$ cat src/rtl/heap_shift_sequencer.sv
`default_nettype none
// +--------------------------------------------------------------------------+
// | Module  : heap_shift_sequencer                                           |
// | Brief   : Sequences array insert (shiftUp) and remove (shiftDown) over a |
// |           single-port heap RAM, one element per two cycles. Owns the     |
// |           per-array size table.                                          |
// | Revision: 1.0  initial release                                           |
// +--------------------------------------------------------------------------+
module heap_shift_sequencer #(
  parameter  int MemoryElementWidth = 12,
  parameter  int NArea              = 4,
  parameter  int NArrays            = 2,
  localparam int MEW                = MemoryElementWidth,
  localparam int AW                 = $clog2(NArea * NArrays)
) (
  input  logic           clock,
  input  logic           reset,
  input  logic           cmdValid,
  output logic           cmdReady,
  input  logic           cmdOp,
  input  logic [MEW-1:0] cmdArray,
  input  logic [MEW-1:0] cmdIndex,
  input  logic [MEW-1:0] cmdValue,
  input  logic           sizeWe,
  input  logic [MEW-1:0] sizeArray,
  input  logic [MEW-1:0] sizeValue,
  output logic           respValid,
  input  logic           respReady,
  output logic           respError,
  output logic [MEW-1:0] respValue,
  output logic [MEW-1:0] respSize,
  output logic [AW-1:0]  memAddr,
  output logic           memWe,
  output logic [MEW-1:0] memWData,
  input  logic [MEW-1:0] memRData
);

  localparam int             SW        = (NArrays > 1) ? $clog2(NArrays) : 1;
  localparam logic [MEW-1:0] C_NAREA   = MEW'(NArea);
  localparam logic [MEW-1:0] C_NARRAYS = MEW'(NArrays);
  localparam logic [MEW-1:0] C_ONE     = MEW'(1);
  localparam logic [AW-1:0]  C_AONE    = AW'(1);

  typedef enum logic [2:0] {
    S_IDLE    = 3'd0,
    S_READ    = 3'd1,
    S_WRITE   = 3'd2,
    S_CAPTURE = 3'd3,
    S_INSERT  = 3'd4,
    S_RESP    = 3'd5
  } state_t;

  state_t         state_q;
  logic           op_q;
  logic [MEW-1:0] arr_q;
  logic [AW-1:0]  base_q;
  logic [MEW-1:0] idx_q;
  logic [MEW-1:0] val_q;
  logic [MEW-1:0] i_q;
  logic [MEW-1:0] s_q;
  logic [MEW-1:0] size_q [NArrays];
  logic           cmdReady_q;
  logic           respValid_q;
  logic           respError_q;
  logic [MEW-1:0] respValue_q;
  logic [MEW-1:0] respSize_q;

  logic           size_ok_d;
  logic [MEW-1:0] size_clamped_d;
  logic           accept_d;
  logic           arr_ok_d;
  logic [MEW-1:0] s_d;
  logic           err_d;
  logic [AW-1:0]  base_d;
  logic [MEW-1:0] up_size_d;

  assign cmdReady  = cmdReady_q;
  assign respValid = respValid_q;
  assign respError = respError_q;
  assign respValue = respValue_q;
  assign respSize  = respSize_q;

  // Command decode: effective size (a same-cycle resize lands first), error check, area base.
  always_comb begin
    size_ok_d      = sizeWe && (sizeArray < C_NARRAYS) &&
                     !((state_q != S_IDLE) && (sizeArray == arr_q));
    size_clamped_d = (sizeValue > C_NAREA) ? C_NAREA : sizeValue;
    accept_d       = cmdValid && cmdReady_q;
    arr_ok_d       = cmdArray < C_NARRAYS;
    s_d            = '0;
    if (arr_ok_d) begin
      if (size_ok_d && (sizeArray == cmdArray)) s_d = size_clamped_d;
      else                                      s_d = size_q[cmdArray[SW-1:0]];
    end
    err_d = !arr_ok_d ||
            (!cmdOp && ((cmdIndex > s_d) || (cmdIndex >= C_NAREA))) ||
            ( cmdOp && (cmdIndex >= s_d));
    base_d    = AW'(C_NAREA * cmdArray);
    up_size_d = (s_q >= C_NAREA) ? C_NAREA : (s_q + C_ONE);
  end

  // Heap bus: addresses and write strobes derived from the current move position.
  always_comb begin
    memAddr  = '0;
    memWe    = 1'b0;
    memWData = '0;
    case (state_q)
      S_READ: begin
        memAddr = base_q + AW'(i_q);
      end
      S_WRITE: begin
        memWData = memRData;
        if (!op_q) begin
          memAddr = base_q + AW'(i_q) + C_AONE;
          // The element shifted past the end of a full area is discarded.
          memWe   = (i_q + C_ONE) < C_NAREA;
        end else begin
          memAddr = base_q + AW'(i_q) - C_AONE;
          memWe   = 1'b1;
        end
      end
      S_INSERT: begin
        memAddr  = base_q + AW'(idx_q);
        memWData = val_q;
        memWe    = 1'b1;
      end
      default: ;
    endcase
  end

  // Sequencer FSM, size table and registered response/handshake outputs.
  always_ff @(posedge clock or negedge reset) begin
    if (!reset) begin
      state_q     <= S_IDLE;
      op_q        <= 1'b0;
      arr_q       <= '0;
      base_q      <= '0;
      idx_q       <= '0;
      val_q       <= '0;
      i_q         <= '0;
      s_q         <= '0;
      cmdReady_q  <= 1'b0;
      respValid_q <= 1'b0;
      respError_q <= 1'b0;
      respValue_q <= '0;
      respSize_q  <= '0;
      for (int a = 0; a < NArrays; a++) size_q[a] <= '0;
    end else begin
      if (size_ok_d) size_q[sizeArray[SW-1:0]] <= size_clamped_d;

      case (state_q)
        S_IDLE: begin
          cmdReady_q <= 1'b1;
          if (accept_d) begin
            cmdReady_q  <= 1'b0;
            op_q        <= cmdOp;
            arr_q       <= cmdArray;
            idx_q       <= cmdIndex;
            val_q       <= cmdValue;
            base_q      <= base_d;
            s_q         <= s_d;
            respValue_q <= '0;
            if (err_d) begin
              respValid_q <= 1'b1;
              respError_q <= 1'b1;
              respSize_q  <= s_d;
              state_q     <= S_RESP;
            end else if (!cmdOp) begin
              // Shift from the top element down to the insertion point.
              if (cmdIndex == s_d) begin
                state_q <= S_INSERT;
              end else begin
                i_q     <= s_d - C_ONE;
                state_q <= S_READ;
              end
            end else begin
              // First read fetches the element being removed.
              i_q     <= cmdIndex;
              state_q <= S_READ;
            end
          end
        end

        S_READ: begin
          state_q <= (op_q && (i_q == idx_q)) ? S_CAPTURE : S_WRITE;
        end

        S_CAPTURE: begin
          respValue_q <= memRData;
          if ((idx_q + C_ONE) == s_q) begin
            respValid_q         <= 1'b1;
            respSize_q          <= s_q - C_ONE;
            size_q[arr_q[SW-1:0]] <= s_q - C_ONE;
            state_q             <= S_RESP;
          end else begin
            i_q     <= idx_q + C_ONE;
            state_q <= S_READ;
          end
        end

        S_WRITE: begin
          if (!op_q) begin
            if (i_q == idx_q) begin
              state_q <= S_INSERT;
            end else begin
              i_q     <= i_q - C_ONE;
              state_q <= S_READ;
            end
          end else begin
            if ((i_q + C_ONE) == s_q) begin
              respValid_q         <= 1'b1;
              respSize_q          <= s_q - C_ONE;
              size_q[arr_q[SW-1:0]] <= s_q - C_ONE;
              state_q             <= S_RESP;
            end else begin
              i_q     <= i_q + C_ONE;
              state_q <= S_READ;
            end
          end
        end

        S_INSERT: begin
          respValid_q         <= 1'b1;
          respSize_q          <= up_size_d;
          size_q[arr_q[SW-1:0]] <= up_size_d;
          state_q             <= S_RESP;
        end

        S_RESP: begin
          if (respReady) begin
            respValid_q <= 1'b0;
            respError_q <= 1'b0;
            respValue_q <= '0;
            respSize_q  <= '0;
            cmdReady_q  <= 1'b1;
            state_q     <= S_IDLE;
          end
        end

        default: begin
          state_q <= S_IDLE;
        end
      endcase
    end
  end

endmodule
`default_nettype wire

$ cat config.mk
export PLATFORM = sky130hd
export DESIGN_NAME = heap_shift_sequencer
export DESIGN_NICKNAME = d
export VERILOG_FILES = /design/src/rtl/heap_shift_sequencer.sv
export SDC_FILE = /design/constraint.sdc
export NUM_CORES = 1
export LEC_CHECK = 0
export CORE_UTILIZATION = 45
export DETAILED_ROUTE_END_ITERATION = 10
export GPL_TIMING_DRIVEN = 0
export PLACE_DENSITY_LB_ADDON = 0.05
export SETUP_SLACK_MARGIN = 0.2
export SLEW_MARGIN = 10
export SYNTH_ARGS = -nofsm -noshare
export SYNTH_HDL_FRONTEND = slang
export SYNTH_SLANG_ARGS = --single-unit
$ cat constraint.sdc
create_clock -name clock -period 4.8 [get_ports clock]
set_input_delay 1.44 -clock clock [delete_from_list [all_inputs] [get_ports clock]]
set_output_delay 1.44 -clock clock [all_outputs]
set_load 0.02 [all_outputs]
==> impl_metrics.ini <==
[sta]
final-setup-viol-count = 20
final.period_utilization = 1.032
slew_headroom = 0.3108
clock_skew_ns = 0.01379
hold_slack_ns = 0.4715
max_freq_mhz = 201.8
setup_slack_ns = -0.1551
rsz0062_at_grt = yes
slew_violations = 0
tightestPinTransition_ns = 1.030
period_minus_slack_ns = 4.955
final_hold_viol_count = 0

[detailed_routing]
ant_nets = 0
drc_errors = 0
wl_um = 32540
vias = 8931
wl_per_cell_um = 22.14
drt_iter0_drc = 883
dr.pass1.iters = 5
drt-vias-per-instance = 6.076

[hold_path]
hp-start = val_q[4]$_DFFE_PN0P_
hold_depth = 2
hp-class = register to register
min_to = val_q[4]$_DFFE_PN0P_

[worst_setup_path]
crit_type = input port to register
r2r-end = respValid$_DFFE_PN0P_
path_max_fanout = 5
r2r_cells = 19
r2r_slack_ns = 0.53
startpoint_type = input port
endpoint_kind = register
arrival_ns = 5.27
crit_required_ns = 5.11
r2r-start = state_q[0]$_DFFE_PN0P_

[logic_synthesis]
synth_edf_count = 0
async_flop_share = 1.000
ys_types = 76
ys_seq_area_frac = 0.3381
synthFlopType = dfrtp_1
syn-mean-instance-area_um2 = 8.191
ys_warn_count = 0
syn_nets = 1137
synth-seq-cells = 115
synth_cells = 1039
syn-cell-area_um2 = 8511

[die]
dieArea_um2 = 19470
io_pins = 121
dieWidth_um = 139.5
chipHeight_um = 139.5
rows = 49
core_area_um2 = 18270
start_util = 0.4658

[finish]
multi_input_area_um2 = 5853
drive_above_1_share = 0.1861
final_cell_mix = nand2_1 (186), dfrtp_1 (114), clkdlybuf4s50_1 (93), a21oi_1 (59), o21ai_0 (58)
fin_area_um2 = 11720
fin_cells = 1470
final_common_cell = nand2_1
regArea_um2 = 2879
area_delta_synth_final_pct = 37.69
fill_cells = 1600
num-nets-final = 1326
n_antenna_cell = 0

[pwr]
switching_power_mw = 2.800
switching_share = 0.4336
cellPowerDensity_nw_per_um2 = 551.2
power.internal_mw = 3.658
vdd_drop_max_v = 0.0003975
power_frac_clock = 0.215
pwr-share-comb = 0.549
leakagePower_nw = 4.976
pwr-share-seq = 0.237

[cts]
cts_sinks = 115
clk_latency_ns = 0.44
htree_levels = 4
numCtsBuffers = 17
root_buffer = clkbuf_16
cts.reportedPaths.clkPinSlew_ns = 0.06
cts_tree = done
cts_max_path_buffers = 2

[placement]
io_buffers = 120
place_area_um2 = 10100
place_ws_ns = -1.486
dp.cells = 1389
gp_congestion = 0.9715
post-dp-hpwl_um = 23620

[global_route]
grt-ovfl-total = 0
grt_use_met3 = 0.07467
grt_use_met2 = 0.5268
grt_first_pass_wirelength_um = 50090
grt.busiest_layer = met2
grt_pass1_vias = 8519
grt_max_degree = 71
grt_usage = 0.3417
grt.met1_usage = 0.4576
antenna_found_initial = 0

[run_status]
violations = negative setup slack
status = finished with violations

[run]
cap_violations = 0
## routing by layer
layer / vias up / part of all wire
met5: - / 0
met4: 0 / 0.038
met3: 78 / 0.087
met2: 469 / 0.45
met1: 4285 / 0.43
li1: 4099 / -
## worst max path at each step
stage	from	endpoint	slack [ns]	cells after the start
6_report	sizeArray[4]	respValid$_DFFE_PN0P_	-0.16	21
5_1_grt	sizeArray[4]	respValid$_DFFE_PN0P_	-0.26	21
4_1_cts	sizeArray[4]	i_q[5]$_DFFE_PN0P_	-0.11	19
3_5_place_dp	sizeArray[2]	respSize[8]$_DFFE_PN0P_	-1.49	18
3_3_place_gp	reset	size_q[3]$_DFF_PN0_	-2.50	1
2_1_floorplan	sizeArray[9]	respSize[10]$_DFFE_PN0P_	0.07	17
## repair_timing
action,4_1_cts,5_1_grt
pin swaps,33,31
cloned,1,0
gates resized for setup,143,50
hold buffers,0,0
endpoints found under the setup margin,40,39
buffers inserted,27,21
## power groups by stage
stage / clock network (mW) / registers (mW) / logic (mW)
floorplan: 0 / 1.57 / 1.95
global placement: 0 / 1.52 / 3.05
detailed placement: 0 / 1.53 / 3.07
CTS: 1.39 / 1.52 / 3.38
global route: 1.43 / 1.56 / 3.79
finish: 1.39 / 1.53 / 3.54
## area by class of cell
type / count / share of cell area
multi-input cells: 826 / 0.4995
flip-flops and latches: 115 / 0.2457
repair buffers: 170 / 0.1374
clock buffers: 20 / 0.03897
plain buffers: 74 / 0.03118
well taps: 229 / 0.02445
clock inverters: 12 / 0.01516
inverters: 24 / 0.007687
## worst max-delay path, stage by stage
cell,delay (ns)
buf_8,0.10
xor2_1,0.17
nor4_4,0.38
a41oi_4,0.21
buf_6,0.17
a21oi_4,0.28
buf_6,0.21
nand2b_4,0.07
ha_4,0.27
and4_4,0.26
nand2_4,0.06
a41oi_2,0.18
a211oi_2,0.07
o21ai_2,0.21
a31oi_1,0.11
nor3_1,0.20
o211ai_2,0.13
buf_12,0.20
buf_6,0.11
buf_12,0.12
mux2_1,0.29
## synthesized netlist by cell type (all sizes together), types with 21 or more instances
cell type / count / share of area
a21oi: 60 / 0.035
a22o: 26 / 0.027
buf: 26 / 0.016
clkbuf: 48 / 0.021
dfrtp: 115 / 0.34
inv: 21 / 0.0093
mux2: 27 / 0.036
nand2: 196 / 0.086
nand3: 23 / 0.015
nor2: 57 / 0.027
nor3: 37 / 0.023
o21ai: 70 / 0.041
xnor2: 57 / 0.059
xor2: 42 / 0.043
## kinds of logic (layout without fill, tap and decap cells)
group | Yosys count | after routing | share of synthesized area
compound gates | 269 | 269 | 0.2091
xor+xnor | 100 | 100 | 0.1045
fa+ha+maj | 20 | 20 | 0.03029
buf+inv | 98 | 300 | 0.04822
flops | 115 | 115 | 0.3381
mux | 39 | 39 | 0.05028
simple gates | 398 | 398 | 0.2195
## stage by stage
stage                     total power, mW    util  TNS (ns)
after floorplan                     3.524       -         0
after global placement              4.573  0.5512   -320.71
after detailed placement            4.593  0.5528    -34.62
after CTS                           6.292  0.6232    -1.182
after global routing                6.788  0.6414    -4.521
final                               6.459  0.6414    -2.156
## sequential cells by signal (all words and copies together), names as in the netlist
signal / flops
i_q: 12
op_q: 1
cmdReady: 1
size_q: 24
idx_q: 12
respError: 1
respValue: 12
state_q: 3
respValid: 1
respSize: 12
arr_q: 12
val_q: 12
s_q: 12
No activity file was read; power rests on OpenSTA's default activity.
